$ cat config.mk
export PLATFORM = sky130hd
export DESIGN_NAME = serial_adder_8bit_flat
export DESIGN_NICKNAME = d
export VERILOG_FILES = /design/src/rtl/serial_adder_8bit_pkg.sv /design/src/rtl/serial_adder_8bit_if.sv /design/src/rtl/serial_adder_8bit_full_adder_1bit.sv /design/src/rtl/serial_adder_8bit.sv /design/src/flat_wrapper.sv
export SDC_FILE = /design/constraint.sdc
export NUM_CORES = 1
export LEC_CHECK = 0
export BUFFER_PORTS_ARGS = -buffer_cell sky130_fd_sc_hd__buf_4
export CELL_PAD_IN_SITES_DETAIL_PLACEMENT = 0
export CELL_PAD_IN_SITES_GLOBAL_PLACEMENT = 2
export CORE_MARGIN = 1
export CORE_UTILIZATION = 34
export CTS_BUF_LIST = sky130_fd_sc_hd__clkbuf_8
export DETAILED_ROUTE_END_ITERATION = 6
export MAX_ROUTING_LAYER = met4
export PLACE_DENSITY = 0.81
export SYNTH_ARGS = -nofsm -noshare
export SYNTH_HDL_FRONTEND = slang
export SYNTH_SLANG_ARGS = --single-unit
$ cat constraint.sdc
create_clock -name clk -period 1.98 [get_ports clk]
set_clock_uncertainty 0.2 [all_clocks]
set_input_delay 0 -clock clk [delete_from_list [all_inputs] [get_ports clk]]
set_output_delay 0 -clock clk [all_outputs]
set_load 0.1 [all_outputs]
$ cat src/rtl/serial_adder_8bit_pkg.sv
// Shared types and defaults for the bit-serial adder.
// Optional macro SERIAL_ADDER_OVERFLOW_EN is consumed by the interface and top.
package serial_adder_8bit_pkg;

  localparam int unsigned DEFAULT_WIDTH = 8;

  typedef enum logic [1:0] {
    ST_IDLE  = 2'd0,
    ST_SHIFT = 2'd1,
    ST_DONE  = 2'd2
  } state_t;

endpackage

$ cat src/rtl/serial_adder_8bit_if.sv
// Start/done handshake and operand/result bus of the bit-serial adder.
// SERIAL_ADDER_OVERFLOW_EN adds the signed overflow flag.
interface serial_adder_8bit_if
  import serial_adder_8bit_pkg::*;
#(
  parameter int unsigned WIDTH = DEFAULT_WIDTH
);

  logic             start;
  logic [WIDTH-1:0] A;
  logic [WIDTH-1:0] B;
  logic             carry_in;
  logic             busy;
  logic             done;
  logic [WIDTH-1:0] result;
  logic             carry_out;
`ifdef SERIAL_ADDER_OVERFLOW_EN
  logic             overflow;
`endif

  modport master (
    output start, A, B, carry_in,
`ifdef SERIAL_ADDER_OVERFLOW_EN
    input  overflow,
`endif
    input  busy, done, result, carry_out
  );

  modport slave (
    input  start, A, B, carry_in,
`ifdef SERIAL_ADDER_OVERFLOW_EN
    output overflow,
`endif
    output busy, done, result, carry_out
  );

endinterface

$ cat src/rtl/serial_adder_8bit_full_adder_1bit.sv
// One-bit full adder used as the single arithmetic cell of the serial datapath.
module full_adder_1bit (
  input  logic a,
  input  logic b,
  input  logic cin,
  output logic s,
  output logic cout
);

  assign s    = a ^ b ^ cin;
  assign cout = (a & b) | (a & cin) | (b & cin);

endmodule

$ cat src/rtl/serial_adder_8bit.sv
// Bit-serial adder: one bit per clock, LSB first, single carry flop.
// Define SERIAL_ADDER_OVERFLOW_EN to add the registered signed overflow output.
module serial_adder_8bit
  import serial_adder_8bit_pkg::*;
#(
  parameter int unsigned WIDTH = DEFAULT_WIDTH
) (
  input logic               clk,
  input logic               rst_n,
  serial_adder_8bit_if.slave bus
);

  localparam int unsigned     CNT_W = (WIDTH > 1) ? $clog2(WIDTH) : 1;
  localparam logic [CNT_W-1:0] LAST = CNT_W'(WIDTH - 1);

  state_t           state, state_nx;
  logic             busy, done;
  logic [WIDTH-1:0] a_sr, b_sr, sum_sr, result_q;
  logic             carry_q, carry_out_q;
  logic [CNT_W-1:0] cnt;
  logic             fa_s, fa_cout;
  logic             last_bit;
`ifdef SERIAL_ADDER_OVERFLOW_EN
  logic             overflow_q;
`endif

  assign last_bit = (cnt == LAST);

  full_adder_1bit u_fa (
    .a   (a_sr[0]),
    .b   (b_sr[0]),
    .cin (carry_q),
    .s   (fa_s),
    .cout(fa_cout)
  );

  always_ff @(posedge clk) begin
    if (!rst_n) state <= ST_IDLE;
    else        state <= state_nx;
  end

  always_comb begin
    state_nx = state;
    busy     = 1'b0;
    done     = 1'b0;
    case (state)
      ST_IDLE:  if (bus.start) state_nx = ST_SHIFT;
      ST_SHIFT: begin
        busy = 1'b1;
        if (last_bit) state_nx = ST_DONE;
      end
      ST_DONE: begin
        done     = 1'b1;
        state_nx = ST_IDLE;
      end
      default:  state_nx = ST_IDLE;
    endcase
  end

  always_ff @(posedge clk) begin
    if (!rst_n) begin
      a_sr        <= '0;
      b_sr        <= '0;
      sum_sr      <= '0;
      result_q    <= '0;
      carry_q     <= 1'b0;
      carry_out_q <= 1'b0;
      cnt         <= '0;
`ifdef SERIAL_ADDER_OVERFLOW_EN
      overflow_q  <= 1'b0;
`endif
    end else begin
      case (state)
        ST_IDLE: begin
          if (bus.start) begin
            a_sr    <= bus.A;
            b_sr    <= bus.B;
            carry_q <= bus.carry_in;
            cnt     <= '0;
          end
        end
        ST_SHIFT: begin
          a_sr    <= a_sr >> 1;
          b_sr    <= b_sr >> 1;
          sum_sr  <= {fa_s, sum_sr[WIDTH-1:1]};
          carry_q <= fa_cout;
          cnt     <= cnt + CNT_W'(1);
          // Final bit: capture the sum including the bit being produced now
          if (last_bit) begin
            result_q    <= {fa_s, sum_sr[WIDTH-1:1]};
            carry_out_q <= fa_cout;
`ifdef SERIAL_ADDER_OVERFLOW_EN
            overflow_q  <= carry_q ^ fa_cout;
`endif
          end
        end
        default: ;
      endcase
    end
  end

  assign bus.busy      = busy;
  assign bus.done      = done;
  assign bus.result    = result_q;
  assign bus.carry_out = carry_out_q;
`ifdef SERIAL_ADDER_OVERFLOW_EN
  assign bus.overflow  = overflow_q;
`endif

endmodule
$ cat src/flat_wrapper.sv
// flat-port wrapper written by rule: the top's interface ports become plain ports
module serial_adder_8bit_flat import serial_adder_8bit_pkg::*;
#(
  parameter int unsigned WIDTH = DEFAULT_WIDTH
)
  (clk, rst_n, bus_start, bus_A, bus_B, bus_carry_in, bus_busy, bus_done, bus_result, bus_carry_out);
  serial_adder_8bit_if #(.WIDTH(WIDTH)) bus_i ();
  input logic clk;
  input logic rst_n;
  input wire logic [$bits(bus_i.start)-1:0] bus_start;
  input wire logic [$bits(bus_i.A)-1:0] bus_A;
  input wire logic [$bits(bus_i.B)-1:0] bus_B;
  input wire logic [$bits(bus_i.carry_in)-1:0] bus_carry_in;
  output wire logic [$bits(bus_i.busy)-1:0] bus_busy;
  output wire logic [$bits(bus_i.done)-1:0] bus_done;
  output wire logic [$bits(bus_i.result)-1:0] bus_result;
  output wire logic [$bits(bus_i.carry_out)-1:0] bus_carry_out;
  assign bus_i.start = bus_start;
  assign bus_i.A = bus_A;
  assign bus_i.B = bus_B;
  assign bus_i.carry_in = bus_carry_in;
  assign bus_busy = bus_i.busy;
  assign bus_done = bus_i.done;
  assign bus_result = bus_i.result;
  assign bus_carry_out = bus_i.carry_out;
  serial_adder_8bit #(.WIDTH(WIDTH)) u_core (.clk(clk), .rst_n(rst_n), .bus(bus_i));
endmodule
## Word level (Yosys, flattened, before mapping)

Index checks and enable logic that the tools add are counted.

| word-level totals | value |
|---|---|
| register bits | 39 |
| output and inout bits | 11 |
| logic and storage cells | 39 |

| cells by class | value |
|---|---|
| $add $sub $neg | 1 |
| eq/ne operators | 5 |
| mux-type cells | 13 |
| bitwise gates (word level) | 7 |
| reduce and logical (&&, ||, !) cells | 5 |

Operators with widths:

| kind | count |
|---|---|
| 8-bit case mux with 2 select lines | 2 |
| 8-bit two-way mux | 2 |
| 3-bit case mux with 2 select lines | 1 |
| 2-bit AND reduction | 3 |
| 2-bit two-way mux | 2 |
| 2-bit case mux with 2 select lines | 1 |
| 3-bit by 1-bit adder with 3-bit output, second input constant | 1 |
| 1-bit AND | 3 |
| 3-bit equality test, second input constant | 1 |
| 1-bit two-way mux | 3 |
| 3-bit two-way mux | 1 |
| 2-bit by 1-bit equality test with 1-bit output, second input constant | 1 |
| 2-bit equality test, second input constant | 1 |
| 2-bit zero test | 1 |
| 2-bit by 1-bit != test with 1-bit output, second input constant | 1 |
| 2-bit != test, second input constant | 1 |
| 1-bit OR | 2 |
| 1-bit case mux with 2 select lines | 1 |
| 2-bit nonzero test | 1 |
| 1-bit XOR | 2 |

## Depth between registers and ports, before layout

| logic depth | value |
|---|---|
| depth after elaboration | 4 |
| gate-level depth with buffers | 6 |
| mapped depth without buffers | 5 |

## Modules after synthesis

From an unflattened synthesis, not the netlist that was laid out.

| second synthesis, totals | value |
|---|---|
| cells, all modules | 177 |
| area, all modules | 1591.5 um^2 |

Modules (own cells, without submodules):

| module | instances | cells each | area an instance (um^2) | seq. area each (um^2) |
|---|---|---|---|---|
| serial_adder_8bit | 1 | 176 | 1571.5 | 760.7 |
| full_adder_1bit | 1 | 1 | 20.0 | 0.0 |

## Least setup slack after synthesis

OpenSTA, ideal clock, no wires.

| timing path | value |
|---|---|
| path type | flip-flop to output port |
| start point | register u_core.state[1] |
| end point | output bus_done |
| arrival | 2.309 ns |
| setup slack | -0.529 ns |
| stages on the path, launching flop included | 4 |
| path buffers | 2 |
| cells stage by stage | dfxtp_1 > clkbuf_1 > clkbuf_1 > nor2b_1 |

| on the way | value |
|---|---|
| longest elaborated chain between the ends | 2 |

Ends and longest elaborated chain:

| item | line | text |
|---|---|---|
| start, declared | serial_adder_8bit.sv:16 | `state_t state, state_nx;` |
| start signal, assigned | serial_adder_8bit.sv:39 | `else state <= state_nx;` |
| 2-bit equality test | serial_adder_8bit.sv:46 | `case (state)` |
| 1-bit two-way mux | serial_adder_8bit.sv:46 |  |
| end, declared | flat_wrapper.sv:15 | `output wire logic [$bits(bus_i.done)-1:0] bus_done;` |

Every way passes these cells.

## Worst setup path after layout

| timing path | value |
|---|---|
| start point | register u_core.state[0] |
| end point | register u_core.b_sr[7] |

| on the way | value |
|---|---|
| longest elaborated chain between the ends | 3 |

Ends and longest elaborated chain:

| item | line | text |
|---|---|---|
| 2-bit by 1-bit equality test with 1-bit output or 2-bit zero test (tied branches) | serial_adder_8bit.sv:73 | `case (state)` |
| 2-bit nonzero test (no line) or 2-bit != test (tied branches) | n/a |  |
| 2-bit AND reduction (no line) | n/a |  |
| end signal, assigned | serial_adder_8bit.sv:77 | `b_sr <= bus.B;` |
| end signal, assigned | serial_adder_8bit.sv:84 | `b_sr <= b_sr >> 1;` |
| end, declared | serial_adder_8bit.sv:18 | `logic [WIDTH-1:0] a_sr, b_sr, sum_sr, result_q;` |

Several ways; a longest one is shown, not always the timed one.
A chain may end at the register's enable or synchronous reset.

==> results.cfg <==
[sta]
rsz0062_at_grt = false
slew-limit-headroom_pct = 69.7
hold_viol_final = 0
period_needed_ps = 1840
fin_tns_setup_ps = 0
max_freq_mhz = 543
drv_slew = 0
tightest_slew_ps = 454
period_share_pct = 93.1
setup_viol = 0

[hold_path]
worstHoldPathCells = 3
hp-start = rst_n
holdPathEnd = u_core.a_sr[0]
holdCritPathClass = in2reg

[yosys]
synth_enable_flop_cells = 0
synth_top_area_cell = dfxtp_1
synth.area.top_cells = dfxtp_1 48%, mux2i_1 9.4%, o211ai_1 7.1%, nand2_1 6.6%, nand3_1 6.3%
ys_seq_area_share_pct = 47.9
synth_top_cells_by_count = 38 x dfxtp_1, 28 x nand2_1, 20 x nand3_1, 15 x mux2i_1, 15 x o211ai_1
synth_area_per_cell_um2 = 9.08
synthFlopType = dfxtp_1
yosysWarnings = 0
netlist_area_um2 = 1590
syn_inst = 175
synth-seq-cells = 38
yosysTopAreaCellShare_pct = 47.9
yosysMostFrequentCell = dfxtp_1
synth_fp_nets = 198
synth.distinct_cells = 25
async_flop_share_pct = 0

[worst_setup_path]
end_kind = register
timing.rr.start = u_core.state[0]
path_delay_family = buffers and inverters
path_cells = buf_6 > nor4bb_1 > dlygate4sd3_1 > nand2_1 > o21ai_0
slowest_delay_ps = 580
r2r_cells = 5
path_buf_inv = 2
cp.arrival_ps = 1850
critPathLaunchType = register
critPathMaxFanout = 18
critPathKind = reg2reg
r2r_slack_ps = 140
r2r-end = u_core.b_sr[7]
slowest_stage = dlygate4sd3_1
critPathLaunch = u_core.state[0]
cp_data_required_time_ps = 1990

[flow_run]
maxCapViolations = 0

[floorplan]
dieHeight_um = 70.4
io_pins = 31
initial_core_util_pct = 36.0
core_um2 = 4410
die-width_um = 70.4
die_area_um2 = 4950
row_count = 24

[pwr]
ir_worst_vdd_v = 0.000523
powerDensity_nw_per_um2 = 757
leakagePower_nw = 0.900
p_total_mw = 1.64

[clocking]
insertion_delay_ps = 290
cts-root-buf = clkbuf_8
htree_num_levels = 2
cts_buffer_depth = 2
clk_pin_slew_worst_paths_ps = 70
numCtsBuffers = 5
cts_tree = built
cts_sinks = 38

[global_routing]
gr-usage-all-layers_pct = 16.1
grt_antenna_before_repair = 0
grt_pass1_vias = 1385
grt_first_pass_wirelength_um = 6180
grt_max_degree = 51
grt.overflow.total = 0

[detailed_routing]
route.detailed.drc = 0
ant_nets = 0
num_vias = 1395
via_per_inst = 5.09
first_pass_iters = 4
wire_per_inst_um = 12.9
drt-initial-drc-count = 110
routed_wl_um = 3530

[placed_design]
dp_hpwl_um = 2300
io_buffers = 30
dp.cells = 246
gp_congestion = 0.778

[layout]
diodes = 0
area_growth_pct = 36.5
drive_gt1_share_pct = 20.3
finish.net_count = 244
fin_cells = 274

[status]
status = completed
==> logic make-up (layout without fill, tap and decap cells) <==
| kind of cell | Yosys count | after routing | synth area share (%) |
|---|---|---|---|
| DFF | 38 | 38 | 47.9 |
| buffers and inverters | 16 | 63 | 4.33 |
| adders and majority gates | 3 | 3 | 2.83 |
| and+or+nand+nor | 59 | 59 | 18.0 |
| AOI/OAI and AO/OA | 44 | 44 | 17.5 |
| muxes | 15 | 15 | 9.45 |
==> layout make-up <==
| cell class | instances | area (um2) |
|---|---|---|
| Inverter | 1 | 3.75 |
| Fill cell | 426 | 2240 |
| Clock inverter | 3 | 40.0 |
| Sequential cell | 38 | 762 |
| Clock buffer | 5 | 68.8 |
| Multi-Input combinational cell | 121 | 767 |
| Tap cell | 52 | 65.1 |
| Timing Repair Buffer | 54 | 463 |
==> registers in the layout (all words and copies together), names as in the netlist <==
register	cells
u_core.bus.carry_out	1
u_core.b_sr	8
u_core.bus.result	8
u_core.sum_sr	7
u_core.cnt	3
u_core.a_sr	8
u_core.state	2
u_core.carry_q	1
==> worst max path at each step <==
stage	to	cells after the start
after floorplan	bus_done	3
after global placement	u_core.bus.carry_out	5
after detailed placement	u_core.bus.result[1]	5
after CTS	u_core.b_sr[7]	5
after global routing	u_core.b_sr[7]	5
final	u_core.b_sr[7]	5
==> report_power, final <==
part	total [mW]	internal [mW]	switching (mW)
clock	0.638	0.371	0.267
sequential	0.814	0.795	0.0186
combinational	0.190	0.0971	0.0926
==> placed cells by master (no fill, tap or decap) <==
| master | Yosys | final |
|---|---|---|
| a21boi_0 | 8 | 8 |
| a21oi_1 | 1 | 1 |
| and2_1 | 1 | 1 |
| and3_1 | 1 | 1 |
| and3b_1 | 1 | 1 |
| buf_4 | 1 | 32 |
| buf_6 | 0 | 2 |
| bufinv_16 | 0 | 1 |
| clkbuf_8 | 0 | 5 |
| clkinv_2 | 0 | 2 |
| dfxtp_1 | 38 | 37 |
| dfxtp_2 | 0 | 1 |
| dlygate4sd3_1 | 0 | 20 |
| fa_1 | 1 | 1 |
| ha_1 | 2 | 2 |
| inv_1 | 1 | 1 |
| mux2i_1 | 15 | 15 |
| nand2_1 | 28 | 28 |
| nand2b_1 | 1 | 1 |
| nand3_1 | 20 | 20 |
| nand3b_1 | 1 | 1 |
| nand4bb_1 | 1 | 1 |
| nor2_1 | 2 | 2 |
| nor2b_4 | 0 | 1 |
| nor4bb_1 | 1 | 1 |
| o211ai_1 | 15 | 15 |
| o21ai_0 | 10 | 10 |
| o21ai_1 | 10 | 10 |
| or3b_4 | 1 | 1 |
==> per-stage QoR <==
step / area (um2) / setup WS [ps] / hold WS [ps] / utilization, %
finish: 2170 / 137 / 81.5 / 49.1
global route: 2170 / 4.55 / 109 / 49.1
CTS: 2160 / 71.4 / 89.0 / 49.0
detailed placement: 1850 / 394 / 69.7 / 42.0
global placement: 1850 / 414 / 58.9 / 42.0
floorplan: 1600 / 281 / -26.7 / -
==> layer usage <==
layer,up-vias,global-route usage (%),wire length [um]
met5,-,-,0
met4,0,7.33,46
met3,5,3.46,119
met2,22,24.3,1670
met1,657,20.4,1700
li1,711,-,-
==> worst register-to-register path, delay by kind of cell, from the launching register on <==
kind | cells | cell delay (ps)
buffers and inverters | 2 | 780
AOI/OAI and AO/OA | 1 | 100
and+or+nand+nor | 2 | 330
DFF | 1 | 360
==> timing repair <==
action                                  CTS  global route
endpoints found under the setup margin    0             1
endpoints found under the hold margin    17             0
hold buffers                             20             0
buffers inserted                          0             0
gates resized for setup                   0             3
Power figures use the tool's default switching activity.
